===== src/rtl/sched_pkg.sv =====
// Shared types and default sizing for the credit-gated round-robin scheduler.
package sched_pkg;
  typedef enum logic {IDLE, HOLD} sched_state_t;

  localparam int DEF_NUM_IN    = 4;
  localparam int DEF_WIDTH     = 32;
  localparam int DEF_CREDITS   = 8;
  localparam int DEF_MAX_BURST = 4;

  // Index width that stays >= 1 even for a single-entry space.
  function automatic int idx_w(input int n);
    return (n > 1) ? $clog2(n) : 1;
  endfunction
endpackage


===== src/rtl/rr_pick.sv =====
// Combinational rotating-priority picker: first set req bit at or after ptr wins.
module rr_pick #(
  parameter int N  = 4,
  parameter int IW = 2
) (
  input  logic [N-1:0]  req,
  input  logic [IW-1:0] ptr,
  output logic [N-1:0]  gnt,
  output logic [IW-1:0] idx,
  output logic          any
);
  always_comb begin
    int j;
    gnt = '0;
    idx = '0;
    any = 1'b0;
    j   = 0;
    for (int k = 0; k < N; k++) begin
      j = int'(ptr) + k;
      if (j >= N) j = j - N;
      if (!any && req[j]) begin
        any    = 1'b1;
        gnt[j] = 1'b1;
        idx    = IW'(j);
      end
    end
  end
endmodule


===== src/rtl/credit_rr_sched.sv =====
// Credit-gated round-robin scheduler with burst hold for a non-stallable shared unit.
// Optional SCHED_STATS_EN adds per-requester grant counters and a stall-cycle counter.
module credit_rr_sched
  import sched_pkg::*;
#(
  parameter int NUM_IN    = DEF_NUM_IN,
  parameter int WIDTH     = DEF_WIDTH,
  parameter int CREDITS   = DEF_CREDITS,
  parameter int MAX_BURST = DEF_MAX_BURST,
  localparam int IW = idx_w(NUM_IN),
  localparam int CW = $clog2(CREDITS + 1),
  localparam int BW = $clog2(MAX_BURST + 1)
) (
  input  logic                         clk,
  input  logic                         rst,
  input  logic [NUM_IN-1:0]            us_valid,
  input  logic [NUM_IN-1:0][WIDTH-1:0] us_data,
  output logic [NUM_IN-1:0]            us_stall,
  output logic                         issue_valid,
  output logic [WIDTH-1:0]             issue_data,
  output logic [IW-1:0]                issue_id,
  input  logic                         cred_return,
  output logic [CW-1:0]                credits
`ifdef SCHED_STATS_EN
  ,
  output logic [NUM_IN-1:0][31:0]      grant_cnt,
  output logic [31:0]                  stall_cycles
`endif
);
  sched_state_t      state;
  logic [IW-1:0]     ptr, owner, pick_ptr, pidx, win;
  logic [BW-1:0]     burst_cnt;
  logic [NUM_IN-1:0] pgnt, grant;
  logic              pany, cred_ok, hold_go, rel, accept, ret_ok;

  function automatic logic [IW-1:0] nxt(input logic [IW-1:0] i);
    return (int'(i) == NUM_IN - 1) ? '0 : i + 1'b1;
  endfunction

  assign cred_ok  = (credits != '0);
  assign hold_go  = (state == HOLD) && us_valid[owner];
  assign rel      = (state == HOLD) && !us_valid[owner];
  // A dropping owner hands over in the same cycle, so arbitration restarts past it.
  assign pick_ptr = rel ? nxt(owner) : ptr;

  rr_pick #(.N(NUM_IN), .IW(IW)) u_pick (
    .req (us_valid),
    .ptr (pick_ptr),
    .gnt (pgnt),
    .idx (pidx),
    .any (pany)
  );

  always_comb begin
    grant = '0;
    win   = pidx;
    if (hold_go) begin
      win = owner;
      if (cred_ok) grant[owner] = 1'b1;
    end else if (cred_ok) begin
      grant = pgnt;
    end
  end

  assign accept   = hold_go ? cred_ok : (cred_ok && pany);
  assign us_stall = us_valid & ~grant;

  // Return while already full is illegal; it is ignored so the count saturates.
  assign ret_ok = cred_return && (credits != CW'(CREDITS));

  always_ff @(posedge clk or posedge rst)
    if (rst) credits <= CW'(CREDITS);
    else if (accept && !ret_ok) credits <= credits - 1'b1;
    else if (!accept && ret_ok) credits <= credits + 1'b1;

  always_ff @(posedge clk or posedge rst)
    if (rst) begin
      state       <= IDLE;
      ptr         <= '0;
      owner       <= '0;
      burst_cnt   <= '0;
      issue_valid <= 1'b0;
      issue_data  <= '0;
      issue_id    <= '0;
    end else begin
      issue_valid <= accept;
      if (accept) begin
        issue_data <= us_data[win];
        issue_id   <= win;
      end
      if (rel) ptr <= nxt(owner);
      if (hold_go) begin
        if (accept) begin
          burst_cnt <= burst_cnt + 1'b1;
          if (burst_cnt == BW'(MAX_BURST - 1)) begin
            state <= IDLE;
            ptr   <= nxt(owner);
          end
        end
      end else if (accept) begin
        owner     <= win;
        burst_cnt <= BW'(1);
        if (MAX_BURST > 1) state <= HOLD;
        else begin
          state <= IDLE;
          ptr   <= nxt(win);
        end
      end else begin
        state <= IDLE;
      end
    end

  a_no_return_when_full: assert property (
    @(posedge clk) disable iff (rst) !(cred_return && credits == CW'(CREDITS)));

`ifdef SCHED_STATS_EN
  always_ff @(posedge clk or posedge rst)
    if (rst) begin
      grant_cnt    <= '0;
      stall_cycles <= '0;
    end else begin
      for (int i = 0; i < NUM_IN; i++)
        if (grant[i]) grant_cnt[i] <= grant_cnt[i] + 32'd1;
      if ((|us_valid) && !accept) stall_cycles <= stall_cycles + 32'd1;
    end
`endif
endmodule


===== config.mk =====
export PLATFORM = sky130hd
export DESIGN_NAME = credit_rr_sched
export DESIGN_NICKNAME = d
export VERILOG_FILES = /design/src/rtl/sched_pkg.sv /design/src/rtl/rr_pick.sv /design/src/rtl/credit_rr_sched.sv
export SDC_FILE = /design/constraint.sdc
export NUM_CORES = 1
export LEC_CHECK = 0
export CORE_MARGIN = 2
export CORE_UTILIZATION = 46
export DETAILED_ROUTE_END_ITERATION = 10
export PLACE_DENSITY = 0.89
export SETUP_SLACK_MARGIN = 0.15
export SLEW_MARGIN = 20
export SYNTH_ARGS = -nofsm -noshare
export SYNTH_HDL_FRONTEND = slang
export SYNTH_SLANG_ARGS = --single-unit

===== constraint.sdc =====
create_clock -name clk -period 14.48 [get_ports clk]
set_clock_uncertainty 0.1 [all_clocks]
set_input_delay 2.172 -clock clk [delete_from_list [all_inputs] [get_ports clk]]
set_output_delay 2.172 -clock clk [all_outputs]
set_load 0.02 [all_outputs]

* Word-level counts from Yosys, hierarchy flattened *
Cells that the tools add are included.
W data, S select, Z words.

storage, ports and cells
  logic and storage cells = 130
  register bits after elaboration = 47
  input port bits = 135

cells by class
  mux-type cells = 61
  bitwise logic cells = 6
  equal/unequal tests = 5
  $add $sub $neg = 11
  magnitude comparators = 15
  reductions and logical operators = 24

operators by type and width
  cell                     number
  $mux W32                 5
  $ge A32 B1 Y1 const B    4
  $lt A32 B4 Y1 const B    4
  $ge A32 B4 Y1 const B    3
  $sub A32 B4 Y32 const B  3
  $bmux W32 S2             1
  $mux W4                  9
  $mux W1                  23
  $mux W2                  10
  $logic_and A1 B1 Y1      14
  $or A4 B4 Y4             3
  $bmux W1 S2              5
  $demux W1 S2             5
  $mux W3                  3
  $add A2 B2 Y3 const B    2
  $logic_not A1 Y1         6
  $lt A2 B3 Y1 const B     2
  $add A4 B1 Y4 const B    1
  $and A4 B4 Y4            1
  $ne A2 B1 Y1 const B     2
  $ne A4 B4 Y1 const B     1
  $not A4 Y4               1
  $reduce_and A2 Y1        2
  $reduce_bool A4 Y1       1
  other kinds (11)         11

* Depth between registers and ports, before layout *
Gate-level depths: netlist of the first run.

  depth in word-level cells = 26
  depth in mapped cells = 23

* Modules after synthesis *
From an unflattened synthesis of the first run, not the netlist that was laid out.

second synthesis, totals
  cell total of the unflattened synthesis = 323
  area total of the unflattened synthesis = 3480.8 sq um

by module, submodules not included
  module           sequential area each (sq um)  cells each  area an instance (sq um)  instances
  credit_rr_sched  1177.4                        275         3020.4                    1
  rr_pick          0.0                           48          460.4                     1

* Worst setup path after synthesis of the first run *
OpenSTA, ideal clock, no wires.

  path type = input to output
  from = input us_valid[3]
  to = output us_stall[1]
  data required time = 12.208 ns
  path slack = 6.892 ns
  path buffers = 2
  arrival = 5.316 ns
  stages = 15
  cell sequence = buf_2 mux2_4 o221a_2 a21oi_4 inv_2 ha_1 clkbuf_1 mux2i_1 nand2_1 a21oi_1 or2_2 o21ai_1 mux2i_1 a2111oi_0 o21a_1

between the ends
  word-level cells in the longest chain between the ends = 24
  elaborated cells between the ends (all ways) = 73
  those cells by class = add/sub: 7; order compare: 12; mux: 36; bitwise: 5; reduce/logical: 13

RTL lines
  item                                                                      line                   RTL
  start: declaration                                                        credit_rr_sched.sv:16  input logic [NUM_IN-1:0] us_valid,
  parallel branches: the longest is 21 deep, another holds $sub A32 B4 Y32  -
  $mux W4 *                                                                 credit_rr_sched.sv:57  if (hold_go) begin
  $not A4 Y4 *                                                              credit_rr_sched.sv:66  assign us_stall = us_valid & ~grant;
  $and A4 B4 Y4 *                                                           credit_rr_sched.sv:66
  end: declaration                                                          credit_rr_sched.sv:18  output logic [NUM_IN-1:0] us_stall,

Every way passes the cells marked *. The select of a mux whose other input is x is not followed.

* Worst setup path in the final report of the first run *
  from = input us_valid[1]
  to = output us_stall[1]

between the ends
  word-level cells in the longest chain between the ends = 24
  elaborated cells between the ends (all ways) = 73
  those cells by class = add/sub: 7; order compare: 12; mux: 36; bitwise: 5; reduce/logical: 13

RTL lines
  item                                                                      line
  parallel branches: the longest is 23 deep, another holds $sub A32 B4 Y32  -
  $and A4 B4 Y4 *                                                           credit_rr_sched.sv:66

Marked as above.

==> results.py, run 1 <==
metrics = {
    "placement": {
        "port_buffers": 177,
        "placed_wire_length_estimate_after_detailed_placement_um": 9660,
        "place_ws_ns": 5.41,
        "routabilityCongestion": 0.894,
    },
    "run_status": {
        "result_of_the_run": "finished, final reports clean",
    },
    "cts": {
        "cts_inserted_buffers": 5,
        "tritoncts": "built",
        "worst_setup_hold_path_clk_slew_ns": 0.09,
        "ctsHoldBuffers": 0,
        "htree_num_levels": 2,
        "worst_skew_pair.late_latency_ns": 0.30,
        "postCtsResizedCells": 0,
        "cts_max_path_buffers": 2,
        "post_cts.repair.setup_buffers": 0,
        "clock_sink_count": 47,
        "clockRootBuffer": "clkbuf_8",
    },
    "sta": {
        "final_worst_setup_slack_ns": 5.32,
        "slew_headroom_pct": 27.9,
        "timing_hold_violations_final": 0,
        "post-route-period-util_pct": 63.3,
        "timing.final.crit_period_ns": 9.16,
        "highest_achievable_clock_rate_ghz": 0.109,
        "report.final.slew_viol_count": 0,
        "aggregate_negative_setup_slack_ns": 0,
        "grt_setup_unrepaired": "false",
        "setup_viol_count_final": 0,
        "max_slew.worst_pin.slew_ns": 1.08,
    },
    "synthesis": {
        "fraction_of_post_synthesis_cell_area_in_the_top_cell_type_by_area_pct": 29.8,
        "seq_area_frac_synth_pct": 30.5,
        "post_synth_xor_area_fraction_pct": 1.36,
        "postSynthAreaPerCell_sq_um": 10.2,
        "post_synth_mux_area_share_pct": 22.2,
        "synth.most_common_cell": "mux2i_1",
        "synth-simple-area-share_pct": 11.2,
        "synth_compound_gate_area_share_pct": 24.4,
        "synth.area.top_cells": "dfrtp_1 (30%), mux2i_1 (20%), o221ai_2 (12%)",
        "synth_top_cells_by_count": "mux2i_1 (76), nand2_1 (54), dfrtp_1 (46), o221ai_2 (30), nor2_1 (18)",
        "ys.flop_type": "dfrtp_1",
        "yosys_register_bits": 47,
        "main_combinational_cell_family_by_area_after_synthesis": "compound AO/OA/AOI/OAI gates",
        "syn_nets": 526,
        "yosys.area_share.adder_pct": 3.56,
        "async_flop_share_pct": 100,
        "number_of_synthesized_flops_with_an_enable_pin": 0,
        "yosysWarningCount": 0,
        "post_syn_instances": 380,
        "yosys.area.top_type": "dfrtp_1",
        "post_synth_num_cell_types": 60,
        "netlist_area_sq_um": 3860,
    },
    "floorplanning": {
        "die_w_um": 95.6,
        "placementRows": 33,
        "die_h_um": 95.6,
        "core-area_sq_um": 8180,
        "die_area_sq_um": 9150,
        "ios": 178,
        "initial_core_util_pct": 47.2,
    },
    "routing": {
        "drtAntennaViolNets": 0,
        "detail_route.vias_per_cell": 5.74,
        "drt-pass1-iter-count": 5,
        "via_total_after_detailed_routing": 3692,
        "drt_wl_total_um": 12300,
        "drt_first_iter_violations": 275,
        "routed_wire_per_std_cell_um": 19.1,
        "detail_route.drc_violations": 0,
    },
    "worst_setup_path": {
        "critical_path_buf_inv_count": 2,
        "timing.setup.critical_path_class": "in2out",
        "worst-path-max-fanout": 12,
        "cp.arrival_ns": 6.89,
        "worst_endpoint_required_time_ns": 12.21,
        "endpoint_kind": "primary output",
        "crit_path_cell_trace": "clkdlybuf4s50_1 > mux2_4 > o221ai_1 > a21boi_2 > ha_1 > mux2i_1 > nand2_1 > a21oi_1 > or2_2 > o21ai_1 > mux2i_1 > a2111oi_0 > o21a_1 > clkdlybuf4s50_1",
        "critical_path.max_stage_delay_ns": 0.66,
        "critical-path-top-delay-family": "compound AO/OA/AOI/OAI gates",
        "worst_setup_path_start_kind": "primary input",
        "worst_path_max_delay_cell": "a21boi_2",
    },
    "final_layout": {
        "multi_input_comb_area_sq_um": 2440,
        "fraction_of_layout_instances_using_a_drive_strength_above_1_pct": 12.3,
        "num-nets-final": 683,
        "area_growth_syn_to_layout_pct": 47.6,
        "fillCellCount": 630,
        "layout.area.seq_sq_um": 1180,
        "diodes_inserted": 0,
    },
    "global_routing": {
        "grt_antenna_before_repair": 0,
        "globalRouteOverflowTotal": 0,
        "grt_first_pass_wirelength_um": 18700,
        "global_route_total_usage_across_every_layer_pct": 26.6,
        "grt_pass1_vias": 3790,
        "grt_start_max_net_pins": 50,
    },
    "flow_run": {
        "drv_cap": 0,
    },
    "worst_hold_path": {
        "timing.hold.worst.class": "reg2reg",
    },
    "pwr": {
        "vdd.ir_drop.worst_v": 0.000232,
        "leakage_nw": 2.38,
        "powerDensity_nw_per_um2": 293,
    },
}
## state kept, by name (all words and copies together) (netlist names)
register and count:
issue_data 32, credits 4, burst_cnt 3, issue_id 2, owner 2, ptr 2, issue_valid 1, state 1
## cell type report
class,count,share of cell area [%]
Tap cell,105,2.30
Inverter,14,0.944
Clock inverter,3,0.768
Clock buffer,5,1.21
Multi-Input combinational cell,290,42.8
Timing Repair Buffer,179,31.3
Sequential cell,47,20.6
## cell usage in the layout (no fill, tap or decap), types with 6 or more instances in the layout
| master | count |
|---|---|
| mux2i_1 | 76 |
| o21ai_0 | 9 |
| nor2_1 | 18 |
| ha_1 | 11 |
| mux2_2 | 6 |
| o221ai_2 | 30 |
| nand2_1 | 54 |
| dfrtp_1 | 46 |
| a21oi_1 | 11 |
| inv_1 | 11 |
| clkdlybuf4s50_1 | 177 |
## metrics by stage
| step | instances | util (%) | cell area (sq um) | hold slack, ns | power, W |
|---|---|---|---|---|---|
| finish | 643 | 69.7 | 5700 | 0.397 | 0.00167 |
| global route | 643 | 69.7 | 5700 | 0.427 | 0.00179 |
| CTS | 643 | 69.7 | 5700 | 0.398 | 0.00167 |
| detailed placement | 635 | 68.4 | 5590 | 0.371 | 0.00157 |
| global placement | 635 | 68.4 | 5590 | 0.367 | 0.00155 |
| floorplan | 380 | - | 3860 | 0.364 | 0.00129 |
## worst min-delay path: cells and delay by family, from the launching register on
family	cells	cell delay, ns
DFF	1	0.35
AOI/OAI and AO/OA	1	0.06
and+or+nand+nor	1	0.05
## kinds of logic after synthesis
| kind of cell | after synthesis |
|---|---|
| compound gates | 93 |
| xor+xnor | 6 |
| fa+ha+maj | 11 |
| buf+inv | 43 |
| flops | 47 |
| mux | 84 |
| simple gates | 96 |
## worst paths after layout
kind                           startpoint             end  slack, ns  cells past startpoint
max                           us_valid[1]     us_stall[1]       5.32                     14
min                        issue_data[18]  issue_data[18]       0.40                      2
max reg2reg                      owner[0]      credits[2]       8.89                     18
min reg2reg                issue_data[18]  issue_data[18]       0.40                      2
max in group asynchronous             rst      credits[1]      11.56                      2
min in group asynchronous             rst  issue_data[20]       2.23                      2
## per-layer routing
layer  track usage, %  vias up  part of all wire (%)
met5                0        -                     0
met4             7.02        0                   1.8
met3             5.38       18                   7.3
met2             46.6      150                    51
met1             33.3     1786                    40
li1                 -     1738                     -
## power by group
group	internal (W)	leakage [nW]	switching (W)	total (W)
sequential	0.000211	0.559	0.0000570	0.000268
clock	0.0000515	0.0581	0.0000468	0.0000983
combinational	0.000575	1.76	0.000729	0.00130
(Power assumes the default switching activity.)
==> run 2: changes to the inputs <==
--- a/config.mk
+++ b/config.mk
@@ -6,9 +6,9 @@
 export NUM_CORES = 1
 export LEC_CHECK = 0
 export CORE_MARGIN = 2
-export CORE_UTILIZATION = 46
+export CORE_UTILIZATION = 42
 export DETAILED_ROUTE_END_ITERATION = 10
-export PLACE_DENSITY = 0.89
+export PLACE_DENSITY = 0.82
 export SETUP_SLACK_MARGIN = 0.15
 export SLEW_MARGIN = 20
 export SYNTH_ARGS = -nofsm -noshare
==> constraint.sdc (replaced) <==
create_clock -name clk -period 8.9 [get_ports clk]
set_clock_uncertainty 0.1 [all_clocks]
set_input_delay 1.335 -clock clk [delete_from_list [all_inputs] [get_ports clk]]
set_output_delay 1.335 -clock clk [all_outputs]
set_load 0.02 [all_outputs]
==> run 2 against run 1 <==
Net effect: routed wire length barely moved; hold slack got worse by 0.0050 ns; die area up 9.1%; largest power group unchanged; setup slack lost 3.8 ns; final area hardly changed; utilization fell by 4.9 points; first-iteration DRC count fell by 32%; combinational power up 63%.
==> results.py, run 2 (same netlist as run 1, synthesis figures left out) <==
metrics = {
    "flow_run": {
        "drv_cap": 0,
    },
    "sta": {
        "max_slew.worst_pin.slew_ns": 1.06,
        "setup_viol_count_final": 0,
        "highest_achievable_clock_rate_ghz": 0.135,
        "aggregate_negative_setup_slack_ns": 0,
        "timing.final.crit_period_ns": 7.40,
        "grt_setup_unrepaired": "false",
        "slew_headroom_pct": 29.3,
        "final_worst_setup_slack_ns": 1.50,
        "post-route-period-util_pct": 83.1,
        "timing_hold_violations_final": 0,
        "report.final.slew_viol_count": 0,
    },
    "worst_hold_path": {
        "worst_hold_path.num_cells": 2,
        "hold_path_startpoint": "issue_data[13]",
        "timing.hold.worst.class": "reg2reg",
    },
    "run_status": {
        "result_of_the_run": "finished, final reports clean",
    },
    "routing": {
        "met2_length_um": 6460,
        "length_of_routed_wiring_on_met1_um": 4800,
        "routed_wire_per_std_cell_um": 19.0,
        "drtAntennaViolNets": 0,
        "detail_route.drc_violations": 0,
        "drt_wl_total_um": 12300,
        "drt_first_iter_violations": 187,
        "top_layer": "met4",
        "detail_route.vias_per_cell": 5.77,
        "drt-pass1-iter-count": 4,
        "wl_met3_um": 834,
        "via_total_after_detailed_routing": 3728,
    },
    "worst_setup_path": {
        "worst-path-max-fanout": 12,
        "worst_endpoint_required_time_ns": 7.47,
        "cp-startpoint": "us_valid[1]",
        "critical_path.max_stage_delay_ns": 0.64,
        "crit_path_cell_trace": "clkdlybuf4s50_1 > mux2_4 > o221ai_1 > a21boi_2 > ha_1 > mux2i_1 > nand2_1 > a21oi_1 > or2_2 > o21ai_1 > mux2i_1 > a2111oi_0 > o21a_1 > clkdlybuf4s50_1",
        "timing.setup.critical_path_class": "in2out",
        "worst_setup_path_start_kind": "primary input",
        "worst_path_max_delay_cell": "a21boi_2",
        "critical-path-top-delay-family": "compound AO/OA/AOI/OAI gates",
        "worstRegToRegCells": 18,
        "critical_path_buf_inv_count": 2,
        "r2r_start": "owner[0]",
        "cp.arrival_ns": 5.97,
        "endpoint_kind": "primary output",
        "critical_path_cell_count": 14,
    },
    "floorplanning": {
        "die_w_um": 99.9,
        "core-area_sq_um": 8810,
        "placementRows": 34,
        "initial_core_util_pct": 43.9,
        "die_area_sq_um": 9980,
        "ios": 178,
        "die_h_um": 99.9,
    },
    "final_layout": {
        "diodes_inserted": 0,
        "layout.cell_area.non_filler_sq_um": 5710,
        "layout_commonest_cell": "clkdlybuf4s50_1",
        "top_regs": "issue_data x32, credits x4, burst_cnt x3",
        "layout_common_cells": "clkdlybuf4s50_1 (177), mux2i_1 (76), nand2_1 (54), dfrtp_1 (46), o221ai_2 (30)",
        "num-nets-final": 684,
        "biggest_register": "issue_data",
        "largest_register_ff_count": 32,
        "fraction_of_layout_instances_using_a_drive_strength_above_1_pct": 12.3,
        "area_growth_syn_to_layout_pct": 47.7,
    },
    "cts": {
        "htree_num_levels": 2,
        "worst_skew_pair.late_latency_ns": 0.30,
        "clock_sink_count": 47,
        "cts_inserted_buffers": 5,
        "cts_max_path_buffers": 2,
        "postCtsResizedCells": 0,
        "clockRootBuffer": "clkbuf_8",
        "ctsHoldBuffers": 0,
        "tritoncts": "built",
        "post_cts.repair.setup_buffers": 0,
        "worst_setup_hold_path_clk_slew_ns": 0.09,
    },
    "pwr": {
        "leakage_nw": 2.38,
        "powerDensity_nw_per_um2": 473,
        "vdd.ir_drop.worst_v": 0.000450,
    },
    "placement": {
        "port_buffers": 177,
        "place_area_sq_um": 5600,
        "placed_wire_length_estimate_after_detailed_placement_um": 9520,
        "routabilityCongestion": 0.965,
        "place_ws_ns": 1.49,
    },
    "global_routing": {
        "grt_antenna_before_repair": 0,
        "global_route_total_usage_across_every_layer_pct": 24.2,
        "grt_start_max_net_pins": 48,
        "globalRouteOverflowTotal": 0,
        "grt_first_pass_wirelength_um": 19200,
        "grt_pass1_vias": 3764,
    },
}
==> run 2: cell count changes in the layout (fill, tap and decap cells not counted), sizes merged <==
cell      delta
clkinvlp     +1
buf          +1
clkinv       -2
==> run 2: tightest hold or removal path: stages (launching register included) <==
cell and delay, ns:
dfrtp_1 0.35, nand2_1 0.06, o221ai_2 0.05
==> run 2: cell type report <==
type | instances | area [sq um]
clock buffers | 5 | 68.8
fillers | 731 | 3100
repair buffers | 180 | 1790
inverters | 14 | 53.8
multi-input cells | 290 | 2440
flip-flops and latches | 47 | 1180
well taps | 108 | 135
clock inverters | 2 | 37.5
==> run 2: power by group <==
part / total [W] / internal [W] / switching, W
clock network: 0.000157 / 0.0000822 / 0.0000752
registers: 0.000429 / 0.000344 / 0.0000856
logic: 0.00212 / 0.000936 / 0.00118
==> run 2: stage by stage <==
| stage | total power (W) | cells | util (%) | hold slack [ns] |
|---|---|---|---|---|
| 2_1_floorplan | 0.00211 | 380 | - | 0.364 |
| 3_3_place_gp | 0.00253 | 639 | 63.6 | 0.365 |
| 3_5_place_dp | 0.00256 | 639 | 63.6 | 0.373 |
| 4_1_cts | 0.00273 | 646 | 64.8 | 0.398 |
| 5_1_grt | 0.00290 | 646 | 64.8 | 0.424 |
| 6_report | 0.00270 | 646 | 64.8 | 0.392 |
==> run 2: worst paths after layout <==
path                       slack, ns              to
max in group asynchronous       6.79  issue_data[11]
max reg2reg                     3.65      credits[2]
max                             1.50     us_stall[1]
min                             0.39  issue_data[13]
min in group asynchronous       1.40   issue_data[9]
min reg2reg                     0.39  issue_data[13]
==> run 2: layer usage <==
metal,vias up,track usage (%)
met5,-,0
met4,0,5.27
met3,16,4.67
met2,159,43.8
met1,1807,29.9
li1,1746,-
